[config.mk]
export PLATFORM = sky130hd
export DESIGN_NAME = load_store_unit
export DESIGN_NICKNAME = d
export VERILOG_FILES = /design/src/rtl/load_store_unit_pkg.sv /design/src/rtl/load_store_unit.sv
export SDC_FILE = /design/constraint.sdc
export NUM_CORES = 1
export LEC_CHECK = 0
export CELL_PAD_IN_SITES_DETAIL_PLACEMENT = 1
export CELL_PAD_IN_SITES_GLOBAL_PLACEMENT = 2
export CORE_MARGIN = 2
export CORE_UTILIZATION = 23
export CTS_CLUSTER_SIZE = 30
export DETAILED_ROUTE_END_ITERATION = 10
export PLACE_DENSITY_LB_ADDON = 0.1
export SLEW_MARGIN = 10
export SYNTH_ARGS = -nofsm -noshare
export SYNTH_HDL_FRONTEND = slang
export SYNTH_SLANG_ARGS = --single-unit
[constraint.sdc]
create_clock -name clk -period 2.2 [get_ports clk]
set_input_delay 0.55 -clock clk [delete_from_list [all_inputs] [get_ports clk]]
set_output_delay 0.55 -clock clk [all_outputs]
set_load 0.01 [all_outputs]
[src/rtl/load_store_unit_pkg.sv]
// Shared definitions for the load/store unit.
//   - FSM state enum
//   - bus read_type / write_type encodings
//   - RISC-V load/store funct3 constants
//   - decode_funct3(): maps funct3/is_store to bus types, access size, illegal flag
//   - is_misaligned(): alignment check for an access size and the low address bits
package load_store_unit_pkg;

  typedef enum logic [1:0] {
    ST_IDLE  = 2'd0,
    ST_ISSUE = 2'd1,
    ST_WAIT  = 2'd2,
    ST_RESP  = 2'd3
  } lsu_state_t;

  // read_type: bit2 = sign-extend request, bits[1:0] = size
  localparam logic [2:0] READ_NONE   = 3'b000;
  localparam logic [2:0] READ_BYTE   = 3'b001;
  localparam logic [2:0] READ_HALF   = 3'b010;
  localparam logic [2:0] READ_WORD   = 3'b011;
  localparam logic [2:0] READ_SIGNED = 3'b100;

  localparam logic [1:0] WRITE_NONE = 2'b00;
  localparam logic [1:0] WRITE_BYTE = 2'b01;
  localparam logic [1:0] WRITE_HALF = 2'b10;
  localparam logic [1:0] WRITE_WORD = 2'b11;

  // funct3 codes (loads use all five, stores only the first three)
  localparam logic [2:0] F3_B  = 3'b000;
  localparam logic [2:0] F3_H  = 3'b001;
  localparam logic [2:0] F3_W  = 3'b010;
  localparam logic [2:0] F3_BU = 3'b100;
  localparam logic [2:0] F3_HU = 3'b101;

  typedef enum logic [1:0] {
    SIZE_BYTE = 2'd0,
    SIZE_HALF = 2'd1,
    SIZE_WORD = 2'd2
  } access_size_t;

  typedef struct packed {
    logic [2:0]   read_type;
    logic [1:0]   write_type;
    access_size_t size;
    logic         illegal;
  } bus_type_t;

  function automatic bus_type_t decode_funct3(input logic [2:0] funct3,
                                              input logic       is_store);
    bus_type_t t;
    t.read_type  = READ_NONE;
    t.write_type = WRITE_NONE;
    t.size       = SIZE_BYTE;
    t.illegal    = 1'b0;
    if (is_store) begin
      case (funct3)
        F3_B:    begin t.write_type = WRITE_BYTE; t.size = SIZE_BYTE; end
        F3_H:    begin t.write_type = WRITE_HALF; t.size = SIZE_HALF; end
        F3_W:    begin t.write_type = WRITE_WORD; t.size = SIZE_WORD; end
        default: t.illegal = 1'b1;
      endcase
    end else begin
      case (funct3)
        F3_B:    begin t.read_type = READ_SIGNED | READ_BYTE; t.size = SIZE_BYTE; end
        F3_H:    begin t.read_type = READ_SIGNED | READ_HALF; t.size = SIZE_HALF; end
        F3_W:    begin t.read_type = READ_SIGNED | READ_WORD; t.size = SIZE_WORD; end
        F3_BU:   begin t.read_type = READ_BYTE;               t.size = SIZE_BYTE; end
        F3_HU:   begin t.read_type = READ_HALF;               t.size = SIZE_HALF; end
        default: t.illegal = 1'b1;
      endcase
    end
    return t;
  endfunction

  function automatic logic is_misaligned(input access_size_t size,
                                         input logic [1:0]   addr_lo);
    logic bad;
    case (size)
      SIZE_HALF: bad = addr_lo[0];
      SIZE_WORD: bad = (addr_lo != 2'b00);
      default:   bad = 1'b0;
    endcase
    return bad;
  endfunction

endpackage

[src/rtl/load_store_unit.sv]
// Load/store unit: accepts one CPU load/store request at a time and runs it
// on a simple memory/I-O bus.
//
// Ports
//   clk, rst_n                 clock, synchronous active-low reset
//   req_valid/req_ready        CPU request handshake
//   req_is_store, req_funct3,
//   req_addr, req_wdata        request fields, captured on accept
//   resp_valid                 one-cycle completion pulse
//   resp_rdata, resp_fault     response payload, zero unless resp_valid
//   enable, read_type,
//   write_type, address,
//   data_out                   bus request, zero outside ISSUE/WAIT
//   data_in, data_in_ready     bus read data and its valid
//   busy                       bus busy
//
// Handshake: a request transfers on a cycle where req_valid && req_ready
// (req_ready is high only in IDLE). The response has no backpressure:
// resp_valid is a single-cycle pulse that the CPU must take.
//
// The internal signal 'state' (lsu_state_t) carries the FSM state for
// observation by checkers.
module load_store_unit
  import load_store_unit_pkg::*;
#(
  parameter int AddressBitWidth = 32,
  parameter int DataBitWidth    = 32,
  parameter int TimeoutCycles   = 1023
) (
  input  logic                       clk,
  input  logic                       rst_n,
  // CPU request
  input  logic                       req_valid,
  output logic                       req_ready,
  input  logic                       req_is_store,
  input  logic [2:0]                 req_funct3,
  input  logic [AddressBitWidth-1:0] req_addr,
  input  logic [DataBitWidth-1:0]    req_wdata,
  // CPU response
  output logic                       resp_valid,
  output logic [DataBitWidth-1:0]    resp_rdata,
  output logic                       resp_fault,
  // memory / I-O bus
  output logic                       enable,
  output logic [2:0]                 read_type,
  output logic [1:0]                 write_type,
  output logic [AddressBitWidth-1:0] address,
  output logic [DataBitWidth-1:0]    data_out,
  input  logic [DataBitWidth-1:0]    data_in,
  input  logic                       data_in_ready,
  input  logic                       busy
);

  localparam int CntW = $clog2(TimeoutCycles + 1);

  lsu_state_t state;
  lsu_state_t state_next;

  // registered request
  logic                       is_store_q;
  logic [2:0]                 read_type_q;
  logic [1:0]                 write_type_q;
  logic [AddressBitWidth-1:0] addr_q;
  logic [DataBitWidth-1:0]    wdata_q;

  // registered response payload
  logic [DataBitWidth-1:0]    rdata_q;
  logic                       fault_q;

  logic [CntW-1:0]            wait_cnt;

  bus_type_t decoded;
  logic      accept;
  logic      req_bad;
  logic      wait_done;
  logic      timeout_hit;

  assign decoded = decode_funct3(req_funct3, req_is_store);
  assign accept  = req_valid && (state == ST_IDLE);
  // Bad requests never reach the bus; they go straight to a fault response.
  assign req_bad = decoded.illegal || is_misaligned(decoded.size, req_addr[1:0]);

  // Stores only need the bus to be free; loads also need the read data.
  assign wait_done   = is_store_q ? !busy : (!busy && data_in_ready);
  // wait_cnt counts the WAIT cycles already spent, so the cycle with
  // count TimeoutCycles-1 is the last one allowed.
  assign timeout_hit = (wait_cnt >= CntW'(TimeoutCycles - 1));

  // ---------------- state register ----------------
  always_ff @(posedge clk) begin
    if (!rst_n) state <= ST_IDLE;
    else        state <= state_next;
  end

  // ---------------- next-state logic ----------------
  always_comb begin
    state_next = state;
    case (state)
      ST_IDLE:  if (accept) state_next = req_bad ? ST_RESP : ST_ISSUE;
      ST_ISSUE: state_next = ST_WAIT;
      ST_WAIT:  if (wait_done || timeout_hit) state_next = ST_RESP;
      ST_RESP:  state_next = ST_IDLE;
      default:  state_next = ST_IDLE;
    endcase
  end

  // ---------------- request / response / counter registers ----------------
  always_ff @(posedge clk) begin
    if (!rst_n) begin
      is_store_q   <= 1'b0;
      read_type_q  <= READ_NONE;
      write_type_q <= WRITE_NONE;
      addr_q       <= '0;
      wdata_q      <= '0;
      rdata_q      <= '0;
      fault_q      <= 1'b0;
      wait_cnt     <= '0;
    end else begin
      if (accept) begin
        is_store_q   <= req_is_store;
        read_type_q  <= decoded.read_type;
        write_type_q <= decoded.write_type;
        addr_q       <= req_addr;
        wdata_q      <= req_is_store ? req_wdata : '0;
        rdata_q      <= '0;
        fault_q      <= req_bad;
      end
      if (state == ST_ISSUE) begin
        wait_cnt <= '0;
      end
      if (state == ST_WAIT) begin
        if (wait_done) begin
          rdata_q <= is_store_q ? '0 : data_in;
          fault_q <= 1'b0;
        end else if (timeout_hit) begin
          rdata_q <= '0;
          fault_q <= 1'b1;
        end
        // saturate rather than wrap
        if (wait_cnt < CntW'(TimeoutCycles)) wait_cnt <= wait_cnt + CntW'(1);
      end
    end
  end

  // ---------------- outputs ----------------
  // All bus and response outputs are gated copies of registers, so they
  // are zero outside the states that own them.
  always_comb begin
    req_ready  = 1'b0;
    resp_valid = 1'b0;
    resp_rdata = '0;
    resp_fault = 1'b0;
    enable     = 1'b0;
    read_type  = READ_NONE;
    write_type = WRITE_NONE;
    address    = '0;
    data_out   = '0;
    case (state)
      ST_IDLE: req_ready = 1'b1;
      ST_ISSUE, ST_WAIT: begin
        enable     = 1'b1;
        read_type  = read_type_q;
        write_type = write_type_q;
        address    = addr_q;
        data_out   = wdata_q;
      end
      ST_RESP: begin
        resp_valid = 1'b1;
        resp_rdata = rdata_q;
        resp_fault = fault_q;
      end
      default: ;
    endcase
  end

endmodule

==> metrics.cfg <==
[place]
placedCellCount=1208
port_buffers=209
gp_congestion=0.766
place_hpwl_um=13900

[synthesis]
ys.flop_type=dfxtp_1
syn_area_um2=5370
netlist_instances=710
yosysWarnings=0
yosys.area.top_type_share_pct=42.9
syn-num-nets=823
synth.most_common_cell=nand2_1
ys_types=43
synth_top_cells_by_count=172 x nand2_1, 115 x dfxtp_1, 105 x and2_1
ys_async_sr_fraction_pct=0
seq_area_frac_synth_pct=42.9
yosys-top-cells-area=dfxtp_1 43%, and2_1 12%, nand2_1 12%
ys_ff_latch=115
syn_area_per_cell_um2=7.56
synth_edf_count=0
synth_top_cell_by_area=dfxtp_1

[drt]
wl_um=20900
wl_per_cell_um=16.6
dr.pass1.iters=6
vias_per_cell=4.56
drt_iter0_markers=201
drc=0
num_vias=5735
antenna_left=0

[global_route]
grt_max_degree=43
use_met3_pct=5.59
grt_usage_pct=17.3
busiest_layer=met2
antenna_found_initial=0
grt_pass1_wl_um=33000
grt_use_met1_pct=20.4
grt_pass1_vias=6197
overflow=0
met2_usage_pct=28.9

[cells_and_area]
seq_area_um2=2300
fin_cells=1259
layout.nets=1045
syn_to_final_growth_pct=70.5
multi_input_area_um2=3030
drive_gt1_share_pct=29.0
nFillCells=2649

[min_path]
worstHoldPathType=reg2reg
whs_path_depth=2
hp-start=addr_q[2]

[clock_tree]
clk_latency_ns=0.43
clock_sinks=115
clk_pin_slew_ns=0.06
clockBufferDepth=2
numCtsBuffers=17
cts_tree=yes
clock-root-buffer=clkbuf_16
h-tree-depth=4

[floorplan]
start_util_pct=23.6
dieArea_um2=24600
core_area_um2=22800
ios=210
die_h_um=157
row_count=55
die_w_um=157

[timing]
worst_slew_pin_slew_ns=0.482
setup_slack_ns=-0.0724
drv_slew=0
min_period_over_period_pct=103
tns_ns=-1.11
grt_setup_unrepaired=true
relSlewSlack_pct=67.1
clock_skew_ns=0.00890
setup_viol=21
hold_violations=0
fin_crit_ns=2.27
max_freq_mhz=440

[critical_path]
max_stage_delay_ns=0.33
cp-startpoint=state[0]
cp.required_ns=1.65
crit_chain=inv_2 -> ha_4 -> buf_12 -> buf_8 -> buf_16 -> and2_4 -> buf_6
critPathMaxFanout=7
crit_arrival_ns=1.72
cp_slowest_cell=dfxtp_2
r2r_cells=6
setup.worst_path.class=reg2out
rr_startpoint=wait_cnt[1]
end_kind=output pin
worstSetupStartpointType=register

[power]
p_leak_nw=3.65
powerDensity_nw_per_um2=1060
vdd_drop_max_v=0.000498
total_power_w=0.00969

[status]
status=complete, but fails checks
failed_checks=negative setup slack

[job]
drv_cap=0

==> layer usage <==
metal	vias up	wire (um)
li1	2815	-
met1	2751	9090
met2	141	10100
met3	28	1300
met4	0	400
met5	-	0
==> kinds of logic (layout without fill, tap and decap cells) <==
kind of cell / Yosys count / count (layout) / share of synthesized area, %
simple gates: 381 / 381 / 35.6
flops: 115 / 115 / 42.9
buf+inv: 67 / 302 / 4.83
compound gates: 135 / 135 / 14.1
fa+ha+maj: 8 / 8 / 1.87
mux: 1 / 1 / 0.187
xor+xnor: 3 / 3 / 0.490
other cells: 0 / 1 / 0
==> sequential cells by signal, indices dropped and copies added, names as in the netlist <==
| name | cells |
|---|---|
| state | 2 |
| addr_q | 32 |
| fault_q | 1 |
| wait_cnt | 10 |
| rdata_q | 32 |
| write_type_q | 2 |
| wdata_q | 32 |
| is_store_q | 1 |
| read_type_q | 3 |
==> worst max-delay path: cells and delay by family (launching register included) <==
family / cells / cell delay, ns
adders and majority gates: 1 / 0.26
DFF: 1 / 0.33
and+or+nand+nor: 1 / 0.13
buffers and inverters: 5 / 0.55
==> where the power goes <==
part	total [W]	switching, W	internal [W]
clock network	0.00314	0.00104	0.00210
logic	0.00405	0.00194	0.00211
registers	0.00250	0.000151	0.00235
==> cell type report <==
type | count | area share, %
antenna | 1 | 0.0273
clock buffer | 20 | 5.10
clock inverter | 12 | 2.20
inverter | 9 | 0.383
multi-input combinational | 528 | 33.1
sequential | 115 | 25.2
tap | 313 | 4.28
timing repair buffer | 261 | 29.7
==> what timing repair did <==
item                                    in CTS  in global routing
buffers inserted                            13                  1
gates resized for setup                    506                 74
hold endpoints to repair                     0                  0
cloned                                       7                  1
pin swaps                                   29                 21
hold buffers                                 0                  0
endpoints found under the setup margin     105                102
==> per-stage QoR <==
| stage | area (um2) | util [%] | worst slack (ns) | hold WS (ns) |
|---|---|---|---|---|
| floorplan | 5370 | - | 0.379 | 0.427 |
| global placement | 8030 | 35.2 | -0.199 | 0.433 |
| detailed placement | 8030 | 35.2 | -0.237 | 0.439 |
| CTS | 9040 | 39.7 | -0.124 | 0.452 |
| global route | 9150 | 40.2 | -0.134 | 0.467 |
| finish | 9150 | 40.2 | -0.0724 | 0.450 |
==> final timing paths <==
path	slack, ns	end
min	0.45	addr_q[2]
max	-0.07	data_out[2]
max reg2reg	0.26	wait_cnt[5]
min reg2reg	0.45	addr_q[2]
==> placed cells by master, fill, tap and decap left out, types with 3 or more instances in the layout <==
cell type / count
ha_1: 6
buf_2: 18
dfxtp_1: 113
and2_4: 74
buf_4: 27
nor2_1: 9
bufinv_16: 5
o31a_1: 3
nor3_1: 4
clkbuf_2: 13
nand2_1: 171
and2_1: 30
and3_1: 6
clkbuf_8: 3
buf_12: 10
clkbuf_16: 18
buf_6: 77
clkdlybuf4s50_1: 104
o21ai_0: 4
or3_1: 34
a31oi_1: 4
a21oi_1: 104
nand3_1: 38
clkinv_2: 3
buf_16: 6
inv_1: 6
No activity file was read; power rests on OpenSTA's default activity.
==> patch (same settings) <==
Set the parameter `DataBitWidth` to 48 (it was 32).
--- a/src/rtl/load_store_unit.sv
+++ b/src/rtl/load_store_unit.sv
@@ -26,3 +26,3 @@
   parameter int AddressBitWidth = 32,
-  parameter int DataBitWidth    = 32,
+  parameter int DataBitWidth    = 48,
   parameter int TimeoutCycles   = 1023
Interface: changed (resized data_in, data_out, req_wdata and resp_rdata); port bits go from 210 to 274. The function was not compared with the original's and may differ.
==> patch against the original RTL <==
The flow still finishes with violations (setup timing). Utilization down 2.2 points. Worst hold slack barely moved. Largest cell class unchanged. Critical endpoint is now address[12]. Sequential cell count rose by 32. Global-route usage grew 0.45 points. Cell area rose by 22%. Power is 11% higher. Area after synthesis rose by 28%. Routed wire length rose by 34%. Setup slack better by 52 ps. Non-clock buffer count grew 70. Fmax up 2.3%.
==> patch: results (changes against the original RTL) <==
global-route wire length before repair 42950 um (+30%); post-DP HPWL 17710 um (+27%); Via Count 7121 (+24%); setup tns final -240.6 ps (+867.0 ps); biggest registers after layout rdata_q: 48 flops, wdata_q: 48 flops, addr_q: 32 flops; most frequent cells after synthesis sky130_fd_sc_hd__nand2_1 (220), sky130_fd_sc_hd__dfxtp_1 (147), sky130_fd_sc_hd__and2_1 (137), sky130_fd_sc_hd__a21oi_1 (136), sky130_fd_sc_hd__clkbuf_1 (55); Cells after DPL 1529 (+27%); power share of the sequential group 0.294 (+0.036); Final Setup Violations 26 (+24%); sequential cell area fraction in the yosys report 0.4300 (+0.0009773); hold_ws 450.2 ps (+0.004000 ps); internal power component 0.006891 W (+5.1%); switching power summed over all nets 0.003846 W (+23%); instance count of the mapped netlist 906 (+28%); leakage component of the power 4.428 nW (+21%); capture instance of the worst register-to-register path rdata_q[41]; multiplexer area fraction after synthesis 0.001463 (-0.0004027); share of cells above drive strength 1 0.2723 (-0.01768); Min-Delay Startpoint wdata_q[29]; Max-slew headroom 0.6119 (-0.05875); share of synthesized cell area in full adder, half adder and majority cells 0.01463 (-0.004027); final layout net count 1323 (+27%); Post-Route Skew 14.06 ps (+5.155 ps); least setup slack across all paths after layout -20.54 ps (+51.85 ps); failing checks setup timing; hold path endpoint wdata_q[29]; vias in the first global route 7310 (+18%); All-Layer GR Usage 0.1777 (+0.004473); IO Port Bufs 273 (+31%); maximum number of pins on one net before global-route repair 82 (+91%); wire per inst 17.76 um (+6.8%); signal arrival time at the worst endpoint 1670 ps (-50 ps); reg-to-reg startpoint wait_cnt[0]; clock slew at reported path FFs about 70 ps; via density per instance 4.507 (-1.1%); number of antenna violations at the first check in global routing 1 (+1); count of antenna diodes in the layout 0 (-1); run status finished, violations left; placement-stage worst setup slack -198.2 ps (+39.06 ps); Comb pwr share 0.436 (+0.018); worst setup path startpoint state[1]; count of cells resized by post-cts repair 671 (+33%); cell area after placement 0.01017 sq mm (+27%); drt first-iter violations 345 (+72%); Max stage delay on crit path 350 ps (+20 ps); complex-gate fraction of the synthesized area 0.1346 (-0.006273); Syn Nets 1051 (+28%); Cell variety after synth 53 (+23%); count of TritonRoute iterations in the first routing pass 4 (-2); Placer Congestion 0.7154 (-6.6%); number of stages on the worst hold path 2 (unchanged); Worst Reg-to-Reg Cells 7 (+1); setup repair bufs after CTS 15 (+2); Critical Path Sink address[12]; maximum ir drop on the vdd rail 462.6 uV (-7.1%); worst-path fanout max 5 (-2)
[patch: changes by cell type in the layout (fill, tap and decap cells not counted), moves of 9 or more]
cell	change
sky130_fd_sc_hd__nand2_1	+48
sky130_fd_sc_hd__buf_2	+38
sky130_fd_sc_hd__a21oi_1	+32
sky130_fd_sc_hd__dfxtp_1	+32
sky130_fd_sc_hd__clkdlybuf4s50_1	+31
sky130_fd_sc_hd__and2_1	+29
sky130_fd_sc_hd__nand3_1	+16
sky130_fd_sc_hd__or3_1	+15
sky130_fd_sc_hd__clkbuf_2	-12
sky130_fd_sc_hd__buf_12	+9
[patch: layer usage]
layer	vias to the layer above	wire length (um)	GRT usage
li1	3547	-	-
met4	2	245	0.03926
met5	-	13	0
met3	17	1952	0.05233
met1	3383	13000	0.2376
met2	172	12850	0.2822
[patch: layout make-up]
cell class	instances	area [sq um]
fill	3517	18300
sequential	147	2945
clock inverter	13	126.4
tap	390	488.0
inverter	9	36.28
clock buffer	18	439.2
multi-input combinational	672	3772
timing repair buffer	331	3374
